File: src/rtl/mux21_feeder.sv
// mux21_feeder: two-channel MSB-first serializer driving the S1/D0/D1 inputs of a 2-1 selector
module mux21_feeder #(
  parameter int W = 4
) (
  input  logic         CLK,
  input  logic         RST,
  input  logic         START,
  input  logic [W-1:0] A,
  input  logic [W-1:0] B,
  output logic         READY,
  output logic         S1,
  output logic         D0,
  output logic         D1,
  output logic         VALID,
  output logic         DONE
);
  localparam int CW = (W > 1) ? $clog2(W) : 1;
  typedef enum logic [1:0] {IDLE, SEND, FIN} state_t;
  state_t state_q, state_d;
  logic [W-1:0] sha_q, sha_d, shb_q, shb_d;
  logic [CW-1:0] cnt_q, cnt_d;
  logic phase_q, phase_d, send_d;
  logic s1_q, d0_q, d1_q, valid_q, done_q;
  always_comb begin
    state_d = state_q;
    sha_d   = sha_q;
    shb_d   = shb_q;
    cnt_d   = cnt_q;
    phase_d = phase_q;
    case (state_q)
      IDLE: if (START) begin
        sha_d   = A;
        shb_d   = B;
        cnt_d   = '0;
        phase_d = 1'b0;
        state_d = SEND;
      end
      SEND: begin
        phase_d = ~phase_q;
        if (phase_q) begin
          sha_d   = sha_q << 1;
          shb_d   = shb_q << 1;
          cnt_d   = cnt_q + CW'(1);
          state_d = (cnt_q == CW'(W - 1)) ? FIN : SEND;
        end
      end
      default: state_d = IDLE;
    endcase
  end
  // Output registers are loaded from the next state so they always match the state they describe
  assign send_d = (state_d == SEND);
  always_ff @(posedge CLK or posedge RST) begin
    if (RST) begin
      state_q <= IDLE;
      sha_q   <= '0;
      shb_q   <= '0;
      cnt_q   <= '0;
      phase_q <= 1'b0;
      s1_q    <= 1'b0;
      d0_q    <= 1'b0;
      d1_q    <= 1'b0;
      valid_q <= 1'b0;
      done_q  <= 1'b0;
    end else begin
      state_q <= state_d;
      sha_q   <= sha_d;
      shb_q   <= shb_d;
      cnt_q   <= cnt_d;
      phase_q <= phase_d;
      s1_q    <= send_d & phase_d;
      d0_q    <= send_d & sha_d[W-1];
      d1_q    <= send_d & shb_d[W-1];
      valid_q <= send_d;
      done_q  <= (state_d == FIN);
    end
  end
  assign READY = (state_q == IDLE);
  assign S1    = s1_q;
  assign D0    = d0_q;
  assign D1    = d1_q;
  assign VALID = valid_q;
  assign DONE  = done_q;
endmodule

File: config.mk
export PLATFORM = sky130hd
export DESIGN_NAME = mux21_feeder
export DESIGN_NICKNAME = d
export VERILOG_FILES = /design/src/rtl/mux21_feeder.sv
export SDC_FILE = /design/constraint.sdc
export NUM_CORES = 1
export LEC_CHECK = 0
export CELL_PAD_IN_SITES_DETAIL_PLACEMENT = 0
export CELL_PAD_IN_SITES_GLOBAL_PLACEMENT = 1
export CORE_MARGIN = 2
export CORE_UTILIZATION = 40
export CTS_CLUSTER_DIAMETER = 60
export DETAILED_ROUTE_END_ITERATION = 10
export GPL_TIMING_DRIVEN = 0
export PLACE_DENSITY = 0.86
export SYNTH_ARGS = -nofsm -noshare
export SYNTH_HDL_FRONTEND = slang
export SYNTH_SLANG_ARGS = --single-unit
File: constraint.sdc
create_clock -name CLK -period 2.05 [get_ports CLK]
set_clock_uncertainty 0.1 [all_clocks]
set_input_delay 0.3075 -clock CLK [delete_from_list [all_inputs] [get_ports CLK]]
set_output_delay 0.3075 -clock CLK [all_outputs]
set_load 0.01 [all_outputs]
==> results of run 1 <==
==> power breakdown <==
group          leakage (nW)  internal [mW]  total, mW  switching (mW)
sequential            0.228          0.487      0.545          0.0578
combinational         0.238          0.326      0.631           0.305
clock                0.0210          0.108      0.215           0.107
==> logic make-up (layout without fill, tap and decap cells) <==
| kind of cell | Yosys count | in the layout | synth area share (%) |
|---|---|---|---|
| adders and majority gates | 1 | 1 | 1.55 |
| DFF | 18 | 18 | 56.0 |
| and+or+nand+nor | 21 | 21 | 15.6 |
| AOI/OAI and AO/OA | 18 | 18 | 19.0 |
| muxes | 1 | 1 | 1.40 |
| buffers and inverters | 9 | 30 | 6.53 |
==> synth_stat cells (all sizes together) <==
master  count
dfrtp      18
buf         5
nor2        5
a221o       4
and3        4
inv         4
nand2       4
a21oi       3
a31oi       3
a32o        2
and4b       2
nand3       2
a21o        1
a22o        1
a31o        1
a32oi       1
and3b       1
ha          1
mux2        1
nand2b      1
nor2b       1
nor3b       1
o21bai      1
o22ai       1
==> state kept, by name, indices dropped and copies added, names as in the netlist <==
| name | cells |
|---|---|
| sha_q | 4 |
| shb_q | 4 |
| cnt_q | 2 |
| state_q | 2 |
| D0 | 1 |
| D1 | 1 |
| DONE | 1 |
| S1 | 1 |
| VALID | 1 |
| phase_q | 1 |
==> how the worst max path moves through the flow <==
stage,from,to,slack (ps),depth (start not counted)
final,state_q[0],READY,110,3
after global routing,state_q[0],READY,60,3
after CTS,state_q[0],READY,110,3
after detailed placement,state_q[0],READY,260,3
after global placement,state_q[0],READY,280,3
after floorplan,state_q[1],sha_q[1],690,5
==> layer usage <==
layer  track usage, %  up-vias  part of all wire [%]
li1                 -      295                     -
met1             18.6      299                    48
met2             20.5       24                    46
met3             3.37        0                   5.9
met4             2.86        0                     0
met5                0        -                     0
==> metrics by stage <==
step / utilization [%] / std cells / cell area, um^2
finish: 54.2 / 116 / 1040
global placement: 52.0 / 111 / 998
global route: 54.2 / 116 / 1040
detailed placement: 52.0 / 111 / 998
floorplan: - / 68 / 805
CTS: 54.2 / 116 / 1040
==> layout make-up <==
class                      count  area share, %
multi-input combinational     41           28.9
clock buffer                   4           3.48
tap                           27           3.24
timing repair buffer          17           16.1
sequential                    18           43.2
inverter                       4           1.44
buffer                         5           3.60
==> timing repair <==
action | 4_1_cts | 5_1_grt
buffers inserted | 1 | 0
endpoints found under the hold margin | 0 | 0
endpoints found under the setup margin | 1 | 0
==> metrics.md, run 1 <==
| Metric | Value |
|---|---|
| PortBufs | 16 |
| Total Power | 1.39 mW |
| # IOs | 17 |
| Yosys top cell by area | dfrtp_1 |
| Die footprint | about 2400 um^2 |
| Syn nets | 80 |
| Routed vias | 618 |
| Tot GR Track Use | 13.2% |
| FF+latch count, synth | 18 |
| VDD IR max | 0.651 mV |
| Root buffer cell | clkbuf_4 |
| Clk buf depth | 2 |
| Initial DRC Count | 14 |
| Htree depth | 1 |
| Sequential Area | 450 um^2 |
| Cts hold-fix bufs | 0 |
| Startpoint class of the critical path | flip-flop |
| CP arrival | between 1500 and 2000 ps |
| Syn Inst Count | 68 |
| TNS Setup | 0 ps |
| Chip height | between 40 and 50 um |
| Crit share post-route | 94.9% |
| Worst skew pair latency | approximately 290 ps |
| RSZ-0062 raised after global routing | false |
| Syn Std Cell Area | 805 um^2 |
| Critical path class | reg -> out |
| Commonest non-fill, non-tap cell in the layout | dfrtp_1 |
| Drt drc | 0 |
| Vias/cell | about 5.3 |
| P_leak | 0.487 nW |
| Final ANT Viol Nets | 0 |
| Clock sinks | 18 |
| Crit. End Element | output pin |
| Cts repair resizes | 0 |
| Share of the synthesized area in the top cell type | between 50% and 60% |
| Reg2Reg Depth | 5 |
| Cts bufs inserted | 3 |
| Fillers | approximately 180 |
| Routed WL | ~1400 um |
| Setup Viol. Count Final | 0 |
| Antenna violations before repair | 0 |
| Final setup margin | around 110 ps |
| Hold WS | between 300 and 400 ps |
| Crit path cell chain | buf_2, nor2_4, clkdlybuf4s50_1 |
| CP max FO | 10 |
| CTS tree | done |
| Post-place setup slack | approximately 260 ps |
| Grt ovf | 0 |
| Effective utilization at floorplan | between 40% and 50% |
| Routability cong. | about 0.72 |
| Worst slew margin | a little under three fifths |
| Ant. Diodes | 0 |
| CP Data Required Time | 1640 ps |
| Die width | 48.8 um |
| Ratio of cells with drive above 1 in the final layout | between 15 and 20% |
| Yosys warns | 0 |
| Worst-path clk slew | approximately 110 ps |
| Commonest cells after routing, fill and taps aside | dfrtp_1 (18), clkdlybuf4s50_1 (16) |
| First-pass GRT wire length | ~2500 um |
| Slowest stage cell, crit path | clkdlybuf4s50_1 |
| R2R Path End | sha_q[1] |
| Syn Area/Cell | 11.8 um^2 |
| Crit path time final | approximately 1900 ps |
| Netlist cell types | 27 |
| Pin count of the biggest net entering global routing | 19 |
| Top delay family on crit path | buffers and inverters |
| HP Class | in -> async |
| Drt pass-1 iters | 4 |
| Pins Over Slew Limit | 0 |
| Worst R2R Setup Slack | around 560 ps |
| Area contributors post-synth | dfrtp_1 (56%), a221o_1 (5.0%), and3_1 (3.1%) |
| Crit-path max cell delay | 540 ps |
| Wire per inst | ~12 um |
| Core area | 1920 um^2 |
| Final hold vios | 0 |
| Vias in the first global route | approximately 560 |
| # rows | 16 |
| Footprint of the multi-input gates | ~300 um^2 |
| P&R area growth vs syn | 29.5% |
| Slew @ Worst Pin | 668 ps |
| Fin nets | ~100 |
| Max_cap viols | 0 |
| Status | completed |
| Buf/Inv on CP | 2 |
| Register area share after synthesis | a little under three fifths |
| Dpl hpwl | between 1000 and 1500 um |
| Peak Freq | between 0.5 and 0.6 GHz |
| PD cells | between 1000 and 1500 nW/um^2 |
| RR Startpoint | state_q[0] |
No activity file was read; power rests on OpenSTA's default activity.
==> run 2: changes to the inputs <==
CORE_MARGIN = unset   (was 2)
==> metrics.md, run 2 (synthesized netlist as in run 1, its figures left out) <==
| Metric | Value |
|---|---|
| Slew @ Worst Pin | between 600 and 700 ps |
| Max_cap viols | 0 |
| TNS Setup | 0 ps |
| Setup Viol. Count Final | 0 |
| Ant. Diodes | 0 |
| First-pass GRT wire length | ~2400 um |
| Status | completed |
| Final hold vios | 0 |
| Total Power | between 1 and 1.5 mW |
| CP startpoint | state_q[0] |
| Tot GR Track Use | roughly 16% |
| Initial DRC Count | 6 |
| Startpoint class of the critical path | flip-flop |
| CP Data Required Time | 1640 ps |
| RR Startpoint | state_q[0] |
| Crit path time final | between 1500 and 2000 ps |
| Grt ovf | 0 |
| Final setup margin | about 100 ps |
| Routability cong. | 0.751 |
| Effective utilization at floorplan | between 40% and 50% |
| Final core area utilization | slightly below 60% |
| Final ANT Viol Nets | 0 |
| CTS tree | done |
| Crit-path max cell delay | roughly 540 ps |
| Wire per inst | 12.6 um |
| Worst-path clk slew | roughly 100 ps |
| Post-Place Cells | around 110 |
| CP arrival | about 1500 ps |
| Routed WL | approximately 1400 um |
| Fillers | ~170 |
| Pin count of the biggest net entering global routing | 19 |
| Top delay family on crit path | buffers and inverters |
| Peak Freq | between 0.5 and 0.6 GHz |
| R2R Path End | shb_q[1] |
| Buf/Inv on CP | 2 |
| P&R area growth vs syn | 29.2% |
| PD cells | 1340 nW/um^2 |
| Antenna violations before repair | 0 |
| Crit path cell chain | buf_2, nor2_4, clkdlybuf4s50_1 |
| PortBufs | 16 |
| Slowest stage cell, crit path | clkdlybuf4s50_1 |
| Post-place setup slack | 267 ps |
| Pins Over Slew Limit | 0 |
| Routed vias | 610 |
| Clk buf depth | 2 |
| Root buffer cell | clkbuf_4 |
| Commonest cells after routing, fill and taps aside | dfrtp_1 (18), clkdlybuf4s50_1 (16) |
| Final non-filler cell total | 114 |
| Cts bufs inserted | 3 |
| Die width | around 47 um |
| Hold WS | between 300 and 400 ps |
| Vias in the first global route | about 570 |
| # IOs | 17 |
| Htree depth | 1 |
| Cts hold-fix bufs | 0 |
| Chip height | 46.8 um |
| Critical path destination | READY |
| Worst R2R Setup Slack | 550 ps |
| WP depth | 3 |
| Worst slew margin | between 50 and 60% |
| HP Class | in -> async |
| Ratio of cells with drive above 1 in the final layout | approximately 16% |
| Commonest non-fill, non-tap cell in the layout | dfrtp_1 |
| Fin nets | ~100 |
| Core area | 1800 um^2 |
| P_leak | a little under 0.5 nW |
| Reg2Reg Depth | 5 |
| Critical path class | reg -> out |
| Crit share post-route | ~95% |
| Dpl hpwl | between 1000 and 1500 um |
| Die footprint | about 2200 um^2 |
| Crit. End Element | output pin |
| Drt drc | 0 |
| VDD IR max | ~0.67 mV |
| Design area | roughly 1000 um^2 |
| # rows | 15 |
| Cell Area, Placed | roughly 1000 um^2 |
| CP max FO | 10 |
| Worst skew pair latency | about 290 ps |
| Drt pass-1 iters | 4 |
| Largest regs | sha_q: 4 flops, shb_q: 4 flops |
| Vias/cell | 5.35 |
| Clock sinks | 18 |
| RSZ-0062 raised after global routing | false |
[run 2: what timing repair did]
action                     CTS  global route
resized for setup            0             0
setup endpoints to repair    1             0
setup buffers                1             0
[run 2: cell type report]
cell class,count,area (um^2),share of cell area [%]
tap,25,31.3,3.01
inverter,4,15.0,1.44
sequential,18,450,43.3
buffer,5,37.5,3.61
clock buffer,4,36.3,3.49
timing repair buffer,17,168,16.1
multi-input combinational,41,302,29.0
[run 2: per-layer routing]
metal	global-route usage, %	vias up	wire length, um
met2	25.3	19	673
met3	3.46	4	90
met5	0	-	0
met1	20.3	293	652
li1	-	294	-
met4	6.86	0	17
[run 2: how the worst min path moves through the flow]
stage             start  endpoint  cells after the start
2_1_floorplan       RST        D0                      1
3_3_place_gp   shb_q[0]  shb_q[0]                      1
3_5_place_dp   sha_q[0]  sha_q[0]                      1
4_1_cts             RST        D1                      2
5_1_grt             RST  shb_q[3]                      2
6_report            RST        D1                      2
[run 2: where the power goes]
group | switching [mW] | total [mW] | internal, mW
registers | 0.0603 | 0.548 | 0.487
logic | 0.299 | 0.625 | 0.326
clock network | 0.107 | 0.215 | 0.108
[run 2: worst reg2reg max path, cell delays in order, from the launching register on]
cell and delay [ps]:
dfrtp_1 380, buf_2 180, nor2_4 140, buf_4 180, a21oi_4 90, a221o_1 310
